## src/rtl/led_div_pkg.sv

```systemverilog
// Shared types and constants for the LED divider bank.
package led_div_pkg;

    // Phase-length and counter width used when no override is given
    localparam int LED_CW = 10;

    // Default phase lengths, matching the original fixed 8/8 LED divider
    localparam int DEF_HIGH_C = 8;
    localparam int DEF_LOW_C  = 8;

    // Phase-length type at the default width
    typedef logic [LED_CW-1:0] phase_len_t;

    // Channel phase states
    typedef enum logic [1:0] {
        ST_IDLE = 2'd0,
        ST_LOW  = 2'd1,
        ST_HIGH = 2'd2
    } state_e;

    // State entered after a reload, chosen from the freshly loaded lengths.
    // With both lengths zero the channel parks in LOW (hold mode).
    function automatic state_e reload_state(input logic low_nz, input logic high_nz);
        state_e st;
        if (low_nz) begin
            st = ST_LOW;
        end else if (high_nz) begin
            st = ST_HIGH;
        end else begin
            st = ST_LOW;
        end
        return st;
    endfunction

endpackage

```

## src/rtl/led_div_chan.sv

```systemverilog
// One divider channel: configuration and active length registers,
// IDLE/LOW/HIGH phase machine, phase counter and registered led/tick.
module led_div_chan
    import led_div_pkg::*;
#(
    parameter int CW       = LED_CW,
    parameter int DEF_HIGH = DEF_HIGH_C,
    parameter int DEF_LOW  = DEF_LOW_C
) (
    input  logic          sys_clk,
    input  logic          sys_rst,
    input  logic          cfg_we,
    input  logic [CW-1:0] cfg_high,
    input  logic [CW-1:0] cfg_low,
    input  logic          enable,
    output logic          led,
    output logic          tick
);

    localparam logic [CW-1:0] ZERO = {CW{1'b0}};
    localparam logic [CW-1:0] ONE  = {{(CW-1){1'b0}}, 1'b1};

    logic [CW-1:0] cfg_high_r;
    logic [CW-1:0] cfg_low_r;
    logic [CW-1:0] act_high_r;
    logic [CW-1:0] act_low_r;
    logic [CW-1:0] cnt_r;
    logic [CW-1:0] cnt_nxt_s;
    state_e        state_r;
    state_e        state_nxt_s;
    logic          led_r;
    logic          tick_r;
    logic          reload_s;
    logic          tick_nxt_s;
    logic          act_zero_s;
    logic          new_low_nz_s;
    logic          new_high_nz_s;

    assign led  = led_r;
    assign tick = tick_r;

    // Next-state, counter, reload and tick decisions for the phase machine
    always_comb begin
        state_nxt_s   = state_r;
        cnt_nxt_s     = cnt_r;
        reload_s      = 1'b0;
        tick_nxt_s    = 1'b0;
        act_zero_s    = (act_low_r == ZERO) && (act_high_r == ZERO);
        new_low_nz_s  = (cfg_low_r != ZERO);
        new_high_nz_s = (cfg_high_r != ZERO);
        if (!enable) begin
            state_nxt_s = ST_IDLE;
            cnt_nxt_s   = ZERO;
        end else begin
            case (state_r)
                ST_IDLE: begin
                    reload_s    = 1'b1;
                    cnt_nxt_s   = ZERO;
                    state_nxt_s = reload_state(new_low_nz_s, new_high_nz_s);
                end
                ST_LOW: begin
                    if (act_zero_s) begin
                        // hold mode: keep sampling the configuration, no tick
                        reload_s    = 1'b1;
                        cnt_nxt_s   = ZERO;
                        state_nxt_s = reload_state(new_low_nz_s, new_high_nz_s);
                    end else if (cnt_r == (act_low_r - ONE)) begin
                        cnt_nxt_s = ZERO;
                        if (act_high_r != ZERO) begin
                            state_nxt_s = ST_HIGH;
                        end else begin
                            // low-only waveform: each LOW phase is a full period
                            reload_s    = 1'b1;
                            tick_nxt_s  = 1'b1;
                            state_nxt_s = reload_state(new_low_nz_s, new_high_nz_s);
                        end
                    end else begin
                        cnt_nxt_s = cnt_r + ONE;
                    end
                end
                ST_HIGH: begin
                    if (cnt_r == (act_high_r - ONE)) begin
                        cnt_nxt_s   = ZERO;
                        reload_s    = 1'b1;
                        tick_nxt_s  = 1'b1;
                        state_nxt_s = reload_state(new_low_nz_s, new_high_nz_s);
                    end else begin
                        cnt_nxt_s = cnt_r + ONE;
                    end
                end
                default: begin
                    state_nxt_s = ST_IDLE;
                    cnt_nxt_s   = ZERO;
                end
            endcase
        end
    end

    // Configuration registers, written by the channel's decoded strobe
    always_ff @(posedge sys_clk) begin
        if (sys_rst) begin
            cfg_high_r <= CW'(DEF_HIGH);
            cfg_low_r  <= CW'(DEF_LOW);
        end else if (cfg_we) begin
            cfg_high_r <= cfg_high;
            cfg_low_r  <= cfg_low;
        end else begin
            cfg_high_r <= cfg_high_r;
            cfg_low_r  <= cfg_low_r;
        end
    end

    // Active lengths copy the pre-write configuration on reload edges only
    always_ff @(posedge sys_clk) begin
        if (sys_rst) begin
            act_high_r <= CW'(DEF_HIGH);
            act_low_r  <= CW'(DEF_LOW);
        end else if (reload_s) begin
            act_high_r <= cfg_high_r;
            act_low_r  <= cfg_low_r;
        end else begin
            act_high_r <= act_high_r;
            act_low_r  <= act_low_r;
        end
    end

    // Phase state, counter and registered outputs
    always_ff @(posedge sys_clk) begin
        if (sys_rst) begin
            state_r <= ST_IDLE;
            cnt_r   <= ZERO;
            led_r   <= 1'b0;
            tick_r  <= 1'b0;
        end else begin
            state_r <= state_nxt_s;
            cnt_r   <= cnt_nxt_s;
            led_r   <= (state_nxt_s == ST_HIGH);
            tick_r  <= tick_nxt_s;
        end
    end

endmodule

```

## src/rtl/led_divider_bank.sv

```systemverilog
// Bank of CH independently programmable LED divider / PWM channels.
// cfg_ch is decoded into one write strobe per channel; out-of-range
// channel numbers match no channel and are dropped.
module led_divider_bank
    import led_div_pkg::*;
#(
    parameter int  CH       = 4,
    parameter int  CW       = LED_CW,
    parameter int  DEF_HIGH = DEF_HIGH_C,
    parameter int  DEF_LOW  = DEF_LOW_C,
    localparam int CHW      = (CH > 1) ? $clog2(CH) : 1
) (
    input  logic           sys_clk,
    input  logic           sys_rst,
    input  logic           cfg_we,
    input  logic [CHW-1:0] cfg_ch,
    input  logic [CW-1:0]  cfg_high,
    input  logic [CW-1:0]  cfg_low,
    input  logic [CH-1:0]  enable,
    output logic [CH-1:0]  led,
    output logic [CH-1:0]  tick
);

    logic [CH-1:0] we_vec_s;

    // Channel-select decode of the shared configuration write strobe
    always_comb begin
        we_vec_s = {CH{1'b0}};
        for (int i = 0; i < CH; i++) begin
            if (cfg_we && (cfg_ch == CHW'(i))) begin
                we_vec_s[i] = 1'b1;
            end else begin
                we_vec_s[i] = 1'b0;
            end
        end
    end

    for (genvar g = 0; g < CH; g++) begin : g_chan
        led_div_chan #(
            .CW       (CW),
            .DEF_HIGH (DEF_HIGH),
            .DEF_LOW  (DEF_LOW)
        ) u_chan (
            .sys_clk  (sys_clk),
            .sys_rst  (sys_rst),
            .cfg_we   (we_vec_s[g]),
            .cfg_high (cfg_high),
            .cfg_low  (cfg_low),
            .enable   (enable[g]),
            .led      (led[g]),
            .tick     (tick[g])
        );
    end

endmodule

```

## config.mk

```make
export PLATFORM = sky130hd
export DESIGN_NAME = led_divider_bank
export DESIGN_NICKNAME = d
export VERILOG_FILES = /design/src/rtl/led_div_pkg.sv /design/src/rtl/led_div_chan.sv /design/src/rtl/led_divider_bank.sv
export SDC_FILE = /design/constraint.sdc
export NUM_CORES = 1
export LEC_CHECK = 0
export ABC_AREA = 1
export ABC_CLOCK_PERIOD_IN_PS = 1940
export BUFFER_PORTS_ARGS = -buffer_cell sky130_fd_sc_hd__buf_2
export CAP_MARGIN = 15
export CORE_AREA = 3 3 152 154
export DETAILED_ROUTE_END_ITERATION = 10
export DIE_AREA = 0 0 155 157
export GPL_ROUTABILITY_DRIVEN = 1
export GPL_TIMING_DRIVEN = 1
export HOLD_SLACK_MARGIN = 0.06
export PLACE_DENSITY = 0.76
export SETUP_SLACK_MARGIN = 0.1
export SLEW_MARGIN = 0
export SYNTH_ARGS = -nofsm -noshare
export SYNTH_HDL_FRONTEND = slang
export SYNTH_SLANG_ARGS = --single-unit
```

## constraint.sdc

```tcl
create_clock -name sys_clk -period 1.94 [get_ports sys_clk]
set_input_delay 0.097 -clock sys_clk [delete_from_list [all_inputs] [get_ports sys_clk]]
set_output_delay 0.097 -clock sys_clk [all_outputs]
set_load 0.02 [all_outputs]
```

==> results.md <==
* Status: complete, but fails checks
* Failing checks: negative setup slack
* Final Non-Filler Cells at 2,417
* Total track usage at 0.307
* Final core utilization at 0.812
* Fill cells at 1,208
* Synth cell types at 43
* Placed cell area at 14,100 sq um
* Synth area leaders: dfxtp_1 35%, nand2_1 12%, nand3_1 9.0%
* CP Max Fanout at 7
* Core area at 21,800 sq um
* Most used cell along the critical path: nand2_1
* Antenna viol nets, final at 0
* Critical path arrival at 2.82 ns
* Power, Total at 12,700 uW
* Largest net degree at the start of global routing at 53
* Max-slew violation count at 0
* CTS tree: yes
* Post-route cell area at 17,700 sq um
* Clock root cell: clkbuf_16
* Final worst slack at -0.453 ns
* Maximum vdd drop at 0.000773 V
* Via/cell ratio at 5.89
* Cells after synthesis at 1,887
* Post-synth top flop: dfxtp_1
* FMAX at 418 MHz
* Detailed Route Iter0 Violations at 1,363
* Die H at 157 um
* Cell Rows at 54
* Fin nets at 2,174
* Worst path bufs/invs at 4
* Vias in the first global route at 13,100
* Clk Latency, worst-skew pair at 0.53 ns
* CTS max path bufs at 3
* Clk sink count at 216
* CP cell instances: clkinv_4 > ha_4 > xor2_1 > nand2_1 > nor2_2 > nand3_2 > nor2_4 > nand4_1 > nand2_1 > inv_2 > nand2_8 > buf_6 > buf_8 > nand3_2 > nand2_1 > nor2_1
* Placed Cells at 2,278
* Area occupied by multi-input gates at 8710 sq um
* YS warnings at 0
* Setup Skew at 0.0103 ns
* Total gr overflow at 0
* # Max-Cap Violations at 0
* Crit Path Category: reg2reg
* Synth area leader: dfxtp_1
* Total power divided by cell area at 719 nW/um^2
* WL final at 43.7 mm
* Seq. cell area at 4360 sq um
* Initial antenna violation count at 2
* Crit path required time at 2.37 ns
* Starting Density at 0.570
* Comb pwr share at 0.252
* Seq cells post-synth at 216
* EDFF count, synth at 0
* Port Buffer Count at 36
* Final worst path period need at 2.39 ns
* Switching Fraction at 0.315
* Int Pwr at 8730 uW
* Post-Syn Nets at 1,944
* Crit end category: flip-flop
* DR WL/cell at 18.1 um
* Final hold vios at 0
* Critical path's top delay family: simple AND/OR/NAND/NOR gates
* DR DRC count at 0
* Area growth from synthesis to layout at 42.5%
* Seq pwr share at 0.385
* Post-Route Setup TNS at -28.75 ns
* Slowest cell on the critical path: dfxtp_2
* Leakage dissipation at 0.00792 uW
* Clock Power Share at 0.363
* Worst hold path class: in2reg
* Net switching power at 4010 uW
* Worst setup SP type: flip-flop
* Share of layout cells above drive strength 1 at 0.350
* Endpoints failing setup at 117
* RSZ-0062 raised after global routing: yes
* Worst Tran Pin Value at 0.560 ns
* Top Ports at 37
* Clock-pin slew on the worst setup and hold paths at 0.06 ns
* Yosys top cell area share at 0.348
* First-pass GRT wire length at 62.3 mm
* DP HPWL at 23.3 mm
* FFs w/ async S/R, synth at 0
* Die width at 155 um
* Max H-tree Level at 1
* Via count at 14,200
* Num CTS Buffers at 24
* Slew HR at 0.627
* Netlist Area Pre-Place at 12,400 sq um
* Sequential element share of the synthesized area at 0.348
* CP max stage delay at 0.35 ns
* Die area at 24,300 sq um
* Synth Area per Inst at 6.59 sq um
* Crit share post-route at 1.23
* First-pass iteration count of the detailed router at 6
* Routability cong. at 0.948
through the flow:
step	hold WS, ns	setup slack (ns)
after floorplan	0.210	-0.0412
after global placement	0.389	-0.196
after detailed placement	0.401	-0.257
after CTS	0.0738	-0.175
after global routing	0.160	-0.527
final	0.129	-0.453
worst reg2reg max path, stage by stage (launching register included):
cell	delay [ns]
dfxtp_2	0.35
clkinv_4	0.06
ha_4	0.26
xor2_1	0.15
nand2_1	0.12
nor2_2	0.15
nand3_2	0.15
nor2_4	0.14
nand4_1	0.15
nand2_1	0.11
inv_2	0.06
nand2_8	0.11
buf_6	0.11
buf_8	0.13
nand3_2	0.08
nand2_1	0.11
nor2_1	0.05
cell usage after synthesis, types with 14 or more instances:
master,count
nand4_1,44
buf_2,14
xnor2_1,30
nand3_1,224
a21oi_2,16
nor2_1,246
ha_1,28
dfxtp_1,216
xor2_1,49
clkbuf_1,41
nor2_2,20
inv_1,214
nand2_1,401
o21ai_0,86
a21oi_1,141
cells in the final DEF, fill, tap and decap left out, drive strengths merged:
master	n
diode	2
a31oi	1
nand2	410
or2	6
ha	28
bufinv	2
a21o	1
o211ai	3
buf	252
nor3b	9
a21boi	3
nor3	11
clkinvlp	1
clkbuf	30
xnor3	1
and2	3
nor2	269
clkinv	16
nand4	44
dfxtp	216
a21oi	157
xnor2	30
xor2	49
nor4	5
nand3	231
and3	1
o21ai	90
dlygate4sd3	27
nor2b	1
o21bai	5
nand3b	7
inv	226
final cells by class:
type | count | share of cell area
clock buffer | 28 | 0.0371
sequential | 216 | 0.246
timing repair buffer | 281 | 0.148
antenna | 2 | 0.000283
multi-input combinational | 1365 | 0.491
tap | 280 | 0.0198
inverter | 229 | 0.0497
clock inverter | 16 | 0.00749
registers in the layout, indices dropped and copies added (netlist names):
name / cells
g_chan.u_chan.led: 4
g_chan.u_chan.act_low_r: 40
g_chan.u_chan.cfg_low_r: 40
g_chan.u_chan.cnt_r: 40
g_chan.u_chan.tick: 4
g_chan.u_chan.cfg_high_r: 40
g_chan.u_chan.act_high_r: 40
g_chan.u_chan.state_r: 8
kinds of logic after synthesis:
group / count (synthesis) / synth area share
adders and majority gates: 28 / 0.0282
and+or+nand+nor: 994 / 0.351
buffers and inverters: 309 / 0.104
DFF: 216 / 0.348
AOI/OAI and AO/OA: 260 / 0.112
xor gates and xnor gates: 80 / 0.0575
per-layer routing:
| layer | vias up | share of wire | GRT usage | wire (um) |
|---|---|---|---|---|
| met5 | - | 0.00030 | 0 | 13 |
| met2 | 812 | 0.49 | 0.544 | 21300 |
| met4 | 2 | 0.063 | 0.139 | 2780 |
| met1 | 6592 | 0.37 | 0.366 | 16000 |
| li1 | 6532 | - | - | - |
| met3 | 299 | 0.083 | 0.0481 | 3640 |
power by group through the flow:
| stage | sequential, uW | combinational (uW) | clock, uW |
|---|---|---|---|
| CTS | 4870 | 2690 | 4630 |
| finish | 4900 | 3210 | 4620 |
| global route | 4930 | 3450 | 4810 |
| detailed placement | 4950 | 2190 | 0 |
| floorplan | 4910 | 1540 | 0 |
| global placement | 4940 | 2130 | 0 |
timing repair:
action,CTS,global route
setup buffers,59,18
setup endpoints to repair,133,136
hold endpoints to repair,92,0
hold buffers,27,0
resized for setup,244,243
pin swaps,125,126
gates cloned,14,2
path summary, 6_finish.rpt:
path,slack [ns],end,startpoint,depth (start not counted)
worst max-delay path,-0.45,g_chan[3].u_chan.act_high_r[4],g_chan[3].u_chan.act_low_r[0],16
worst min-delay path,0.13,g_chan[0].u_chan.tick,enable[0],5
worst max register to register,-0.45,g_chan[3].u_chan.act_high_r[4],g_chan[3].u_chan.act_low_r[0],16
worst min register to register,0.49,g_chan[2].u_chan.cfg_high_r[2],g_chan[2].u_chan.cfg_high_r[2],2
Note: power is estimated with default switching activity, not from simulation.
